--- src/rtl/cpu_defs_pkg.sv ---
// cpu_defs: shared widths, stage indices and scoreboard entry layout for the AT hazard logic.
// Latency: n/a (types and constants only).
// Backpressure: n/a.
package cpu_defs;

  // Default Tuse/Tnew width and mult/div busy lengths
  localparam int TW_DEF         = 2;
  localparam int MUL_CYCLES_DEF = 5;
  localparam int DIV_CYCLES_DEF = 10;

  // Register address width
  localparam int AW = 5;

  // Stage indices: ID is the consumer-only stage, E/M/W hold results
  localparam int STG_ID = 0;
  localparam int STG_E  = 1;
  localparam int STG_M  = 2;
  localparam int STG_W  = 3;

  // Forwarding select value meaning "take the GRF / pipeline value"
  localparam int FWD_NONE = 0;

  // Per-stage scoreboard entry; Tnew lives beside it because its width is a module parameter
  typedef struct packed {
    logic [AW-1:0] ra1;
    logic [AW-1:0] ra2;
    logic [AW-1:0] wa;
    logic          md_start;
    logic          md_is_div;
  } sb_entry_t;

endpackage

--- src/rtl/at_match.sv ---
// at_match: finds the youngest producer of addr in stages START+1..NSTAGE of the scoreboard.
// Latency: purely combinational.
// Backpressure: none; evaluated every cycle.
module at_match
  import cpu_defs::*;
#(
  parameter int NSTAGE = 3,
  parameter int TW     = TW_DEF,
  parameter int START  = 0,
  localparam int SELW  = $clog2(NSTAGE + 1)
) (
  input  logic [AW-1:0]        addr,
  input  logic [NSTAGE*AW-1:0] wa_all,
  input  logic [NSTAGE*TW-1:0] tnew_all,
  output logic                 hit,
  output logic [SELW-1:0]      k,
  output logic [TW-1:0]        tnew_k
);

  // Scan oldest to youngest so the nearest (youngest) producer wins; $0 never matches
  always_comb begin
    hit    = 1'b0;
    k      = SELW'(FWD_NONE);
    tnew_k = '0;
    for (int j = NSTAGE; j > START; j--) begin
      if (addr != '0 && wa_all[(j-1)*AW +: AW] == addr) begin
        hit    = 1'b1;
        k      = SELW'(j);
        tnew_k = tnew_all[(j-1)*TW +: TW];
      end
    end
  end

endmodule

--- src/rtl/at_hazard_unit.sv ---
// at_hazard_unit: AT scoreboard for the MIPS pipeline; produces ID stall, forwarding selects, mult/div interlock.
// Latency: outputs combinational from registered scoreboard plus ID fields; scoreboard shifts every clk.
// Backpressure: stall freezes PC/ID and loads a bubble into stage 1; stages 2..NSTAGE always advance.
module at_hazard_unit
  import cpu_defs::*;
#(
  parameter int NSTAGE     = 3,
  parameter int TW         = TW_DEF,
  parameter int MUL_CYCLES = MUL_CYCLES_DEF,
  parameter int DIV_CYCLES = DIV_CYCLES_DEF,
  localparam int SELW      = $clog2(NSTAGE + 1)
) (
  input  logic                   clk,
  input  logic                   reset,
  input  logic [AW-1:0]          id_ra1,
  input  logic [AW-1:0]          id_ra2,
  input  logic [TW-1:0]          id_tuse1,
  input  logic [TW-1:0]          id_tuse2,
  input  logic [AW-1:0]          id_wa,
  input  logic [TW-1:0]          id_tnew,
  input  logic                   id_md_start,
  input  logic                   id_md_is_div,
  input  logic                   id_md_use,
  output logic                   stall,
  output logic                   md_busy,
  output logic [NSTAGE*SELW-1:0] fwd_sel1,
  output logic [NSTAGE*SELW-1:0] fwd_sel2
);

  localparam int CNT_MAX = (DIV_CYCLES > MUL_CYCLES) ? DIV_CYCLES : MUL_CYCLES;
  localparam int CW      = $clog2(CNT_MAX + 1);

  sb_entry_t             sb_q   [1:NSTAGE];
  logic [TW-1:0]         tnew_q [1:NSTAGE];
  logic [CW-1:0]         cnt_q;
  logic [NSTAGE*AW-1:0]  wa_all;
  logic [NSTAGE*TW-1:0]  tnew_all;

  logic                  hit1 [NSTAGE];
  logic                  hit2 [NSTAGE];
  logic [SELW-1:0]       k1   [NSTAGE];
  logic [SELW-1:0]       k2   [NSTAGE];
  logic [TW-1:0]         tn1  [NSTAGE];
  logic [TW-1:0]         tn2  [NSTAGE];
  logic [AW-1:0]         rd1  [NSTAGE];
  logic [AW-1:0]         rd2  [NSTAGE];

  logic                  data_stall;
  logic                  md_stall;
  logic                  busy_raw;
  logic                  stall_raw;

  // Flatten producer addresses and remaining Tnew for the lookup instances
  always_comb begin
    wa_all   = '0;
    tnew_all = '0;
    for (int k = 1; k <= NSTAGE; k++) begin
      wa_all[(k-1)*AW +: AW]   = sb_q[k].wa;
      tnew_all[(k-1)*TW +: TW] = tnew_q[k];
    end
  end

  // One lookup per read port per consumer stage; ID consumes the live decoder fields
  for (genvar s = 0; s < NSTAGE; s++) begin : g_cons
    if (s == STG_ID) begin : g_id
      assign rd1[s] = id_ra1;
      assign rd2[s] = id_ra2;
    end else begin : g_pipe
      assign rd1[s] = sb_q[s].ra1;
      assign rd2[s] = sb_q[s].ra2;
    end

    at_match #(.NSTAGE(NSTAGE), .TW(TW), .START(s)) u_match1 (
      .addr     (rd1[s]),
      .wa_all   (wa_all),
      .tnew_all (tnew_all),
      .hit      (hit1[s]),
      .k        (k1[s]),
      .tnew_k   (tn1[s])
    );

    at_match #(.NSTAGE(NSTAGE), .TW(TW), .START(s)) u_match2 (
      .addr     (rd2[s]),
      .wa_all   (wa_all),
      .tnew_all (tnew_all),
      .hit      (hit2[s]),
      .k        (k2[s]),
      .tnew_k   (tn2[s])
    );
  end

  // Stall when the nearest producer is later than the ID consumer needs it, or HI/LO is in use
  always_comb begin
    data_stall = (hit1[STG_ID] && (tn1[STG_ID] > id_tuse1)) ||
                 (hit2[STG_ID] && (tn2[STG_ID] > id_tuse2));
    busy_raw   = sb_q[1].md_start || (cnt_q != '0);
    md_stall   = id_md_use && busy_raw;
    stall_raw  = data_stall || md_stall;
  end

  // Drive outputs, held quiet while reset is asserted; only ready producers are forwarded
  always_comb begin
    stall    = !reset && stall_raw;
    md_busy  = !reset && busy_raw;
    fwd_sel1 = '0;
    fwd_sel2 = '0;
    for (int s = 0; s < NSTAGE; s++) begin
      if (!reset && hit1[s] && tn1[s] == '0) fwd_sel1[s*SELW +: SELW] = k1[s];
      if (!reset && hit2[s] && tn2[s] == '0) fwd_sel2[s*SELW +: SELW] = k2[s];
    end
  end

  // Scoreboard shift: stage 1 takes ID or a bubble, older stages age with saturating Tnew
  always_ff @(posedge clk) begin
    if (reset) begin
      for (int k = 1; k <= NSTAGE; k++) begin
        sb_q[k]   <= '0;
        tnew_q[k] <= '0;
      end
    end else begin
      if (stall_raw) begin
        sb_q[1]   <= '0;
        tnew_q[1] <= '0;
      end else begin
        sb_q[1]   <= '{ra1: id_ra1, ra2: id_ra2, wa: id_wa,
                       md_start: id_md_start, md_is_div: id_md_is_div};
        tnew_q[1] <= id_tnew;
      end
      for (int k = 2; k <= NSTAGE; k++) begin
        sb_q[k]   <= sb_q[k-1];
        tnew_q[k] <= (tnew_q[k-1] == '0) ? '0 : tnew_q[k-1] - TW'(1);
      end
    end
  end

  // Mult/div busy counter: loaded when the op sits in E, then counts down to idle
  always_ff @(posedge clk) begin
    if (reset) begin
      cnt_q <= '0;
    end else if (sb_q[1].md_start) begin
      cnt_q <= sb_q[1].md_is_div ? CW'(DIV_CYCLES) : CW'(MUL_CYCLES);
    end else if (cnt_q != '0) begin
      cnt_q <= cnt_q - CW'(1);
    end
  end

endmodule

--- config.mk ---
export PLATFORM = sky130hd
export DESIGN_NAME = at_hazard_unit
export DESIGN_NICKNAME = d
export VERILOG_FILES = /design/src/rtl/cpu_defs_pkg.sv /design/src/rtl/at_match.sv /design/src/rtl/at_hazard_unit.sv
export SDC_FILE = /design/constraint.sdc
export NUM_CORES = 1
export LEC_CHECK = 0
export CAP_MARGIN = 10
export CORE_ASPECT_RATIO = 1.5
export CORE_MARGIN = 2
export CORE_UTILIZATION = 35
export DETAILED_ROUTE_END_ITERATION = 6
export DONT_BUFFER_PORTS = 1
export PLACE_DENSITY_LB_ADDON = 0.3
export SYNTH_ARGS = -nofsm -noshare
export SYNTH_HDL_FRONTEND = slang
export SYNTH_SLANG_ARGS = --single-unit
--- constraint.sdc ---
create_clock -name clk -period 3.8 [get_ports clk]
set_input_delay 0.57 -clock clk [delete_from_list [all_inputs] [get_ports clk]]
set_output_delay 0.57 -clock clk [all_outputs]
set_load 0.02 [all_outputs]
# --- Word-level counts from Yosys, hierarchy flattened ---
# Memory sizes are Yosys's and may differ from the RTL's.
# Cells that the tools add are included.
classes:
  addsub: 3
  order_cmp: 2
  n_eq_ne: 12
  muxes: 64
  bitwise_logic: 8
  reduce_logical: 49
op_table:
  columns: ["operator", "n"]
  rows:
  - ["2-bit 2-to-1 mux", 36]
  - ["17-bit 2-to-1 mux", 4]
  - ["5-bit == test", 12]
  - ["5-bit nonzero test", 6]
  - ["1-bit logical AND", 29]
  - ["1-bit 2-to-1 mux", 21]
  - ["2-bit zero test", 8]
  - ["4-bit 2-to-1 mux", 3]
  - ["1-bit bitwise OR", 8]
  - ["2-bit > comparator", 2]
  - ["4-bit nonzero test", 1]
  - ["2-bit by 1-bit subtractor with 2-bit output (second input constant)", 2]
  - ["4-bit by 1-bit subtractor with 4-bit output (second input constant)", 1]
  - ["1-bit logical OR", 3]
  - ["2-bit nonzero test", 1]
  - ["1-bit zero test", 1]
totals:
  ff_bits: 4
  ram_bits: 57
  input_bits: 26
  out_inout_bits: 14
  wordCells: 141
  memories: 2
memory_table:
  columns: ["memory", "depth", "word_bits", "read_ports", "rd_ports_with_merged_regs", "write_ports", "line_no", "source"]
  rows:
  - ["sb_q", 3, 17, 3, 0, 3, "at_hazard_unit.sv:33", "sb_entry_t sb_q [1:NSTAGE];"]
  - ["tnew_q", 3, 2, 3, 0, 3, "at_hazard_unit.sv:34", "logic [TW-1:0] tnew_q [1:NSTAGE];"]

# --- Depth between registers and ports, before layout ---
# Gate-level depths: netlist (run 1).
logic_depth:
  word_depth: 14
  mapped_depth: 15
  depth_no_buf: 12

# --- Hierarchy ---
# From an unflattened synthesis (run 1), not the netlist that was laid out.
hier_totals:
  cells_unflattened: 339
  area_unflattened_um2: 3342.0
by_module_without_submodules:
  columns: ["module", "n_inst", "cells_per_inst", "area_each_um2", "seq_area_each_um2"]
  rows:
  - ["at_hazard_unit", 1, 183, 2130.8, 1131.1]
  - ["at_match at g_cons[0].u_match1 ...", 2, 40, 302.8, 0.0]
  - ["at_match at g_cons[1].u_match1 ...", 2, 24, 200.2, 0.0]
  - ["at_match at g_cons[2].u_match1 ...", 2, 14, 102.6, 0.0]

# --- Worst setup path before layout (run 1) ---
# No wires, ideal clock.
synth_path:
  path_kind: "input to output"
  start: "input id_ra1[0]"
  end: "output stall"
  arrival_ns: 2.750
  required_time_ns: 3.230
  path_slack_ns: 0.480
  path_stages: 9
  path_buffers: 0
  path_cell_list: "or4_1 -> nor2_4 -> or3b_1 -> o22ai_1 -> ha_1 -> nor2b_1 -> o21ai_0 -> a311o_1 -> a31oi_1"
synth_via:
  elab_chain_len: 10
  elab_cells_between_ends: 18
  classes_between: "order compare (1); eq/ne (3); mux (6); reduce/logical (8)"
synth_rtl:
  columns: ["element", "line_no", "source"]
  rows:
  - ["start, declared", "at_hazard_unit.sv:15", "input logic [AW-1:0] id_ra1,"]
  - ["5-bit == test or 5-bit nonzero test (tied branches)", "at_match.sv:26", "if (addr != '0 && wa_all[(j-1)*AW +: AW] == addr) begin"]
  - ["1-bit logical AND", "at_match.sv:26", null]
  - ["2-bit 2-to-1 mux (3 in series)", "at_match.sv:26", null]
  - ["2-bit > comparator", "at_hazard_unit.sv:94", "data_stall = (hit1[STG_ID] && (tn1[STG_ID] > id_tuse1)) ||"]
  - ["1-bit logical AND *", "at_hazard_unit.sv:94", null]
  - ["1-bit logical OR *", "at_hazard_unit.sv:94", null]
  - ["1-bit logical OR *", "at_hazard_unit.sv:98", "stall_raw = data_stall || md_stall;"]
  - ["1-bit logical AND *", "at_hazard_unit.sv:103", "stall = !reset && stall_raw;"]
  - ["end, declared", "at_hazard_unit.sv:24", "output logic stall,"]
# Mark *: on every way between the ends. The rest lies on a longest branch, timed or not.

==> results of run 1 <==
-- final timing paths --
kind            endpoint  slack [ps]  cells after the start
min             cnt_q[0]         350                      1
max reg2reg  sb_q[0][19]         460                     11
max                stall         240                     11
min reg2reg     cnt_q[2]         520                      1
-- cell usage after synthesis (3+ instances only) --
cell type | count | area, sq um
a21oi_1 | 7 | 35.0
o22ai_1 | 3 | 18.8
nand3_1 | 5 | 25.0
xnor2_1 | 31 | 272
dfxtp_1 | 28 | 561
nand4_1 | 3 | 18.8
clkbuf_1 | 6 | 22.5
a211oi_1 | 3 | 22.5
buf_4 | 3 | 22.5
nand2_1 | 8 | 30.0
xor2_1 | 30 | 263
nor3_1 | 17 | 85.1
and2_2 | 9 | 67.6
edfxtp_1 | 19 | 571
ha_1 | 8 | 100
inv_1 | 11 | 41.3
or3_1 | 3 | 18.8
and2_4 | 3 | 26.3
nor2b_1 | 22 | 138
o21ai_0 | 3 | 15.0
or4_1 | 3 | 22.5
buf_2 | 6 | 30.0
nor2_1 | 17 | 63.8
buf_6 | 3 | 33.8
and2_1 | 8 | 50.1
nor4_1 | 6 | 37.5
-- where the power goes --
group	internal (W)	total, W	switching, W	leakage [nW]
combinational	0.000119	0.000244	0.000126	0.745
sequential	0.000572	0.000622	0.0000493	0.426
clock	0.000314	0.000504	0.000190	0.0844
-- worst max-delay path, cell delays in order, from the launching register on --
cell      delay, ps
edfxtp_1        490
xor2_1          190
nor3_1          220
nand3_2         170
o31ai_1         230
o22ai_1         160
ha_1            310
nor2b_1         120
o21ai_0          90
a311o_1         370
a31oi_1         180
buf_4           160
-- flip-flops by register name, summed over array words and instances, names as in the netlist --
register  cells
sb_q         37
tnew_q        6
cnt_q         4
-- routing by layer --
metal  share of wire  routed length [um]
met5               0                   0
met4           0.044                 269
met3           0.036                 222
met2            0.53                3220
met1            0.39                2400
-- cell type report --
class / instances / area, sq um
Inverter: 11 / 41.3
Clock inverter: 3 / 47.5
Fill cell: 785 / 4780
Clock buffer: 5 / 125
Timing Repair Buffer: 12 / 90.1
Multi-Input combinational cell: 234 / 1610
Sequential cell: 47 / 1130
Tap cell: 105 / 131
-- kinds of logic after synthesis --
kind of cell	Yosys count	synth area share
mux	1	0.00353
buf+inv	30	0.0582
xor+xnor	61	0.188
flops	47	0.399
simple gates	117	0.248
other cells	1	0.00132
fa+ha+maj	8	0.0353
compound gates	28	0.0670
-- through the flow --
step | instances | util | hold WS, ps | worst slack [ps] | power [W]
6_report | 417 | 0.399 | 352 | 244 | 0.00137
3_3_place_gp | 409 | 0.377 | 504 | 360 | 0.000873
3_5_place_dp | 409 | 0.377 | 521 | 297 | 0.000879
4_1_cts | 417 | 0.399 | 345 | 244 | 0.00138
5_1_grt | 417 | 0.399 | 339 | 32.9 | 0.00144
2_1_floorplan | 311 | - | 459 | 480 | 0.000838
==> results.yml, run 1 <==
floorplanning:
  initial_utilization: 0.357
  die_x_um: 77.5
  num_io_pins: 40
  placementRows: 40
  core_area_sq_mm: 0.00796
  die_h_um: 114
  die-area_sq_mm: 0.00886
timing:
  slew_violations: 0
  setup_viol: 0
  fin_crit_sh: 0.936
  worstMarginPinSlew_ps: 666
  grt_setup_unrepaired: "no"
  max_freq_ghz: 0.281
  slew_headroom: 0.552
  finalHoldViolations: 0
  layout_min_cycle_time_ps: 3560
  tns_ps: 0
  skew_ps: 6.59
finish:
  fin_area_sq_mm: 0.00318
  drive_above_1_share: 0.131
  syn_to_final_growth_pct: 11.9
  insertedDiodeCount: 0
  mostFrequentLayoutCell: "xnor2_1"
  layout_common_cells: "xnor2_1, xor2_1, dfxtp_1"
  fin_nets: 345
run_status:
  status: "finished, final reports clean"
placed_design:
  gp_congestion: 0.855
  hpwl_um: 4750
  numPortBuffers: 0
  dpl_cell_area_sq_mm: 0.00300
global_route:
  use_met1: 0.148
  first_global_vias: 2086
  groute.usage.overall: 0.146
  busiest_layer: "met2"
  globalRouteMet3Util: 0.0323
  gr-total-overflow: 0
  met2_usage: 0.278
  antenna_found_initial: 0
  grt_max_degree: 36
  grt_pass1_wl_um: 10000
routing:
  wl_per_cell_um: 14.7
  drt_wl_total_um: 6120
  dr_total_vias: 2033
  drtAntennaViolNets: 0
  drt_iter0_drc: 60
  drt_pass1_iterations: 3
  route.detailed.drc: 0
  via_per_inst: 4.88
clocking:
  path_clk_slew_ps: 60
  cts_buffers: 5
  hold_buffers: 0
  htreeDepth: 2
  cts_tree: "built"
  cts_buffer_depth: 2
  insertion_delay_ps: 290
  ctsRootBufferMaster: "clkbuf_16"
  numClockSinks: 47
  cts_resized: 0
  cts_setup_buffers: 0
synth:
  yosys_warnings: 0
  synth_top_flop_cell: "dfxtp_1"
  syn_area_sq_mm: 0.00284
  synth_edf_count: 19
  ys_seq_elements: 47
  synthCells: 293
  postSynthAreaPerCell_sq_um: 9.69
  ys_seq_area_frac: 0.399
  synthArstFlopShare: 0
  synth_cell_type_count: 49
pwr:
  p_leak_nw: 1.26
  ir_drop_mv: 0.262
  power_density_mw_per_mm2: 432
worst_setup_path:
  cp.required_ps: 3230
  start_kind: "flip-flop"
  cp_max_fo: 6
  worstPathArrival_ps: 2990
  crit_start: "sb_q[0][19]"
  end_kind: "primary output"
  path_class: "reg2out"
  reg2reg_from: "sb_q[0][37]"
hold_path:
  hp-class: "in2reg"
  hold_start: "reset"
job:
  maxCapViolCount: 0
Note: power is estimated with default switching activity, not from simulation.
==> inputs of run 2 (changes only) <==
--- a/config.mk
+++ b/config.mk
@@ -5,6 +5,7 @@
 export SDC_FILE = /design/constraint.sdc
 export NUM_CORES = 1
 export LEC_CHECK = 0
+export ABC_CLOCK_PERIOD_IN_PS = 3800
 export CAP_MARGIN = 10
 export CORE_ASPECT_RATIO = 1.5
 export CORE_MARGIN = 2
==> results of run 2 <==
Same layout as run 1: the final DEF is identical, and so are final timing and power.
==> RTL change 1, RTL diff (flow settings as in run 2) <==
Change the package constant `TW_DEF` from 2 to 4.
--- a/src/rtl/cpu_defs_pkg.sv
+++ b/src/rtl/cpu_defs_pkg.sv
@@ -5,5 +5,5 @@
 
   // Default Tuse/Tnew width and mult/div busy lengths
-  localparam int TW_DEF         = 2;
+  localparam int TW_DEF         = 4;
   localparam int MUL_CYCLES_DEF = 5;
   localparam int DIV_CYCLES_DEF = 10;
Ports: changed (resized id_tnew, id_tuse1 and id_tuse2); port bits go from 40 to 46. The function was not compared with the original's and may differ.
==> RTL change 1 against run 2 <==
Via count up 22%; routed wire length up 26%; global-route usage up 1.2 points; highest routed layer unchanged; area after synthesis up 15%; maximum frequency down 2.6%; sequential cell count up 6; final cell count up 17%; worst setup slack worse by 0.094 ns; critical path type unchanged; clock skew up 0.0020 ns; power up 8.6%; cell area up 16%; die area up 14%.
==> RTL change 1: results (changes against run 2) <==
cts.clk_slew.worst_paths_ns: 0.07
htree_levels: 2  # unchanged
pre_cts_ws_ns: 0.0342  # -0.263 ns
top_layer: "met4"
setup_violations: 0  # unchanged
finalWirelength_um: 7690  # +26%
grt_first_pass_wirelength_um: 11800  # +17%
numCtsBuffers: 5  # unchanged
p_leak_nw: 1.47  # +17%
portBuffers: 0  # unchanged
root_buffer: "clkbuf_16"
path_max_fanout: 8  # +2
min_path_type: "in2reg"
num-nets-final: 419  # +21%
tightestPinTransition_ns: 0.701  # +0.0345 ns
routabilityCongestion: 0.883  # +3.3%
synth-edff-count: 21  # +2
wl_met1_um: 2870  # +19%
largest_reg_flops: 37  # unchanged
dpl_cell_area_um2: 3450  # +15%
grt_usage_pct: 15.9  # +1.2 points
cts_buffer_depth: 2  # unchanged
synth_common_cells: "dfxtp_1, xnor2_1, xor2_1"
vias_per_cell: 5.10  # +4.5%
place_hpwl_um: 5880  # +24%
antenna_found_initial: 0  # unchanged
fin_skew_ns: 0.00856  # +0.00198 ns
drt_iter0_drc: 111  # +85%
drive_above_1_share_pct: 10.1  # -3.0 points
status: "finished, final reports clean"
synth_cell_types: 52  # +6.1%
synthArstFlopShare_pct: 0  # unchanged
largestRegisters: "sb_q (37), tnew_q (12), cnt_q (4)"
yosys_warnings: 0  # unchanged
wl_met2_um: 4230  # +31%
first_pass_iters: 4  # +1
diodes: 0  # unchanged
synth_area_leaders: "dfxtp_1, edfxtp_1, xnor2_1"
ys.flop_type: "dfxtp_1"
peakVddDrop_mv: 0.393  # +50%
arrival_ns: 3.08  # +0.09 ns
insertion_delay_ns: 0.30
routed-wl-met3_um: 368  # +66%
netSwitchingFraction_pct: 28.3  # +1.7 points
first_global_vias: 2397  # +15%
seq_area_frac_synth_pct: 39.0  # -0.81 points
grt_max_degree: 38  # +5.6%
## RTL change 1: layout make-up
type	instances	area, um2
fillers	935	5470
multi-input cells	284	1930
flip-flops and latches	53	1270
clock buffers	6	150
well taps	112	140
repair buffers	14	105
inverters	17	63.8
clock inverters	2	16.3
## RTL change 1: cells by family after synthesis
| logic type | synth area share (%) |
|---|---|
| AND/OR/NAND/NOR | 23.3 |
| XOR/XNOR | 16.4 |
| flip-flops | 39.0 |
| AO/OA/AOI/OAI | 11.0 |
| buffers and inverters | 5.23 |
| adder cells (fa/ha/maj) | 4.61 |
| other | 0.115 |
| multiplexers | 0.346 |
## RTL change 1: worst paths after layout
kind	start	endpoint	slack, ns	cells after the start
worst max register to register	sb_q[0][37]$_SDFF_PP0_	sb_q[0][31]$_SDFFCE_PN0P_	0.57	14
worst min register to register	tnew_q[0][4]$_SDFFCE_PN0P_	tnew_q[0][8]$_SDFF_PP0_	0.49	1
worst max-delay path	sb_q[0][22]$_SDFFCE_PN0P_	stall	0.15	10
worst min-delay path	reset	sb_q[0][43]$_SDFF_PP0_	0.34	1
## RTL change 1: power by group through the flow
stage | registers [mW] | logic (mW) | clock network, mW
global route | 0.707 | 0.332 | 0.530
floorplan | 0.686 | 0.252 | 0
global placement | 0.711 | 0.279 | 0
CTS | 0.699 | 0.287 | 0.512
detailed placement | 0.713 | 0.283 | 0
finish | 0.699 | 0.292 | 0.497
## RTL change 1: through the flow
step | std cells | setup TNS, ns | util [%] | hold slack (ns) | power (mW)
floorplan | 375 | 0 | - | 0.443 | 0.938
global placement | 477 | 0 | 37.7 | 0.475 | 0.990
detailed placement | 477 | 0 | 37.7 | 0.482 | 0.996
CTS | 485 | 0 | 39.7 | 0.328 | 1.50
global route | 488 | -0.0132 | 40.2 | 0.322 | 1.57
finish | 488 | 0 | 40.2 | 0.339 | 1.49
## RTL change 1: critical path, stage by stage (launching register included)
cell,delay [ns]
edfxtp_1,0.51
buf_4,0.19
xnor2_1,0.18
and4_1,0.39
a221oi_1,0.08
a211o_1,0.31
ha_1,0.28
a41o_1,0.23
nor3_1,0.29
nor2_1,0.10
nor2_2,0.22
## RTL change 1: timing repair
item	in CTS	in global routing
gates resized for setup	4	8
buffers inserted	0	3
pin swaps	0	1
setup endpoints to repair	1	1
## RTL change 1: metal layers
layer  track usage [%]  vias to the layer above
li1                  -                     1235
met1              16.4                     1179
met2              29.3                       59
met3              4.15                       14
met4              6.56                        0
met5                 0                        -
==> RTL change 2, RTL diff (flow settings as in run 2) <==
Without the edit above. Make the reset (`reset`) asynchronous in 2 clocked blocks.
--- a/src/rtl/at_hazard_unit.sv
+++ b/src/rtl/at_hazard_unit.sv
@@ -112,5 +112,5 @@
 
   // Scoreboard shift: stage 1 takes ID or a bubble, older stages age with saturating Tnew
-  always_ff @(posedge clk) begin
+  always_ff @(posedge clk or posedge reset) begin
     if (reset) begin
       for (int k = 1; k <= NSTAGE; k++) begin
@@ -135,5 +135,5 @@
 
   // Mult/div busy counter: loaded when the op sits in E, then counts down to idle
-  always_ff @(posedge clk) begin
+  always_ff @(posedge clk or posedge reset) begin
     if (reset) begin
       cnt_q <= '0;
Check against the original RTL: no difference found for any inputs over 10 cycles, from zero or initial values and one cycle with reset high; that may be too few to reach the edited logic, so the function may still have changed.
==> RTL change 2 against run 2 <==
Routed wire length is 1.1% higher; highest routed layer unchanged; worst setup slack worse by 0.053 ns; sequential cell count unchanged; cell area decreased by 5.2%; synthesized cell count is 10% lower; power rose by 5.3%; area after synthesis decreased by 4.0%; count of clock-buffer cells in the layout rose by 2.
==> RTL change 2: results (changes against run 2) <==
min_path_type: "in2async"
drive_above_1_share_pct: 14.7  # +1.5 points
ys.flop_type: "dfrtp_1"
fin_skew_ns: 0.00394  # -0.00264 ns
peakVddDrop_mv: 0.214  # -18%
grt_max_degree: 48  # +33%
finalCoreUtilization_pct: 39.8  # -0.10 points
top_register: "sb_q"
worst_r2r_path_depth: 10  # -1
drt_iter0_drc: 101  # +68%
tightestPinTransition_ns: 0.739  # +0.0724 ns
r2r-end: "rd1[6]$_DFF_PP0_"
path_max_fanout: 7  # +1
first_global_vias: 2072  # -0.67%
synth_xor_area_share_pct: 19.3  # +0.46 points
seq_area_frac_synth_pct: 43.2  # +3.3 points
p_leak_nw: 1.25  # -0.61%
status: "finished, final reports clean"
rr_startpoint: "sb_q[39]$_DFF_PP0_"
pre_cts_ws_ns: 0.216  # -0.0809 ns
placed_cells: 360  # -12%
netSwitchingFraction_pct: 30.7  # +4.0 points
num_vias: 1915  # -5.8%
first_pass_iters: 4  # +1
instances_no_fill: 368  # -12%
synthAdderAreaFrac_pct: 2.75  # -0.77 points
grt_usage_pct: 15.6  # +1.0 points
nFillCells: 766  # -2.4%
num-nets-final: 297  # -14%
synth_cells: 263  # -10%
whs_ns: 0.330  # -0.0222 ns
comb_power_mw: 0.362  # +48%
finalWirelength_um: 6180  # +1.1%
synth_common_cells: "dfrtp_1, xnor2_1, and4_1"
arrival_ns: 3.04  # +0.05 ns
largest_reg_flops: 17  # -54%
grt_first_pass_wirelength_um: 10500  # +4.8%
powerSeq_mw: 0.666  # +7.1%
fin_crit_sh_pct: 95.0  # +1.4 points
cpMaxStageDelayCell: "nor3_1"
ff2ff_setup_slack_ns: 0.85  # +0.39 ns
numCtsBuffers: 5  # unchanged
synth_compound_area_share_pct: 9.14  # +2.4 points
internal_power_mw: 1.00  # -0.48%
synth_cell_types: 46  # -6.1%
dpl_cell_area_um2: 2870  # -4.5%
cpPeakStageDelay_ns: 0.56  # +0.07 ns
synthArstFlopShare_pct: 100  # +100 points
synth_area_leaders: "dfrtp_1, xnor2_1, and4_1"
synthMuxAreaShare_pct: 0  # -0.35 points
==> RTL change 2: cell types whose count changed after synthesis, sizes merged, moves of 4 or more <==
| cell | run 2 | this run |
|---|---|---|
| and4 | 1 | 19 |
| dfrtp | 0 | 47 |
| nor3 | 19 | 11 |
| xnor2 | 31 | 44 |
| dfxtp | 28 | 0 |
| edfxtp | 19 | 0 |
| nor4 | 6 | 10 |
| nor2 | 19 | 7 |
| nor2b | 22 | 1 |
| and2 | 20 | 3 |
| xor2 | 30 | 16 |
==> RTL change 2: worst max path at each step <==
stage	cells past startpoint	startpoint	endpoint
floorplan	10	id_ra1[1]	stall
global placement	10	id_ra1[1]	stall
detailed placement	10	id_ra1[1]	stall
global route	10	sb_q[36]$_DFF_PP0_	stall
finish	10	sb_q[39]$_DFF_PP0_	stall
CTS	10	sb_q[5]$_DFF_PP0_	stall
==> RTL change 2: logic make-up (layout without fill, tap and decap cells) <==
kind of cell | count (synthesis) | in the layout
flops | 47 | 47
buf+inv | 31 | 34
xor+xnor | 60 | 60
compound gates | 32 | 32
simple gates | 87 | 87
fa+ha+maj | 6 | 6
==> RTL change 2: metal layers <==
layer  track usage (%)  share of wire, %  up-vias
met5                 0                 0        -
met4              6.79               2.8        0
met3              3.05               4.8       11
met2              28.1                53       45
met1              18.1                40      932
li1                  -                 -      927
==> RTL change 2: layout make-up <==
cell class | instances | area share [%]
clock buffer | 7 | 4.41
clock inverter | 1 | 0.166
inverter | 13 | 1.62
multi-input combinational | 185 | 47.2
sequential | 47 | 39.1
tap | 102 | 4.24
timing repair buffer | 13 | 3.24
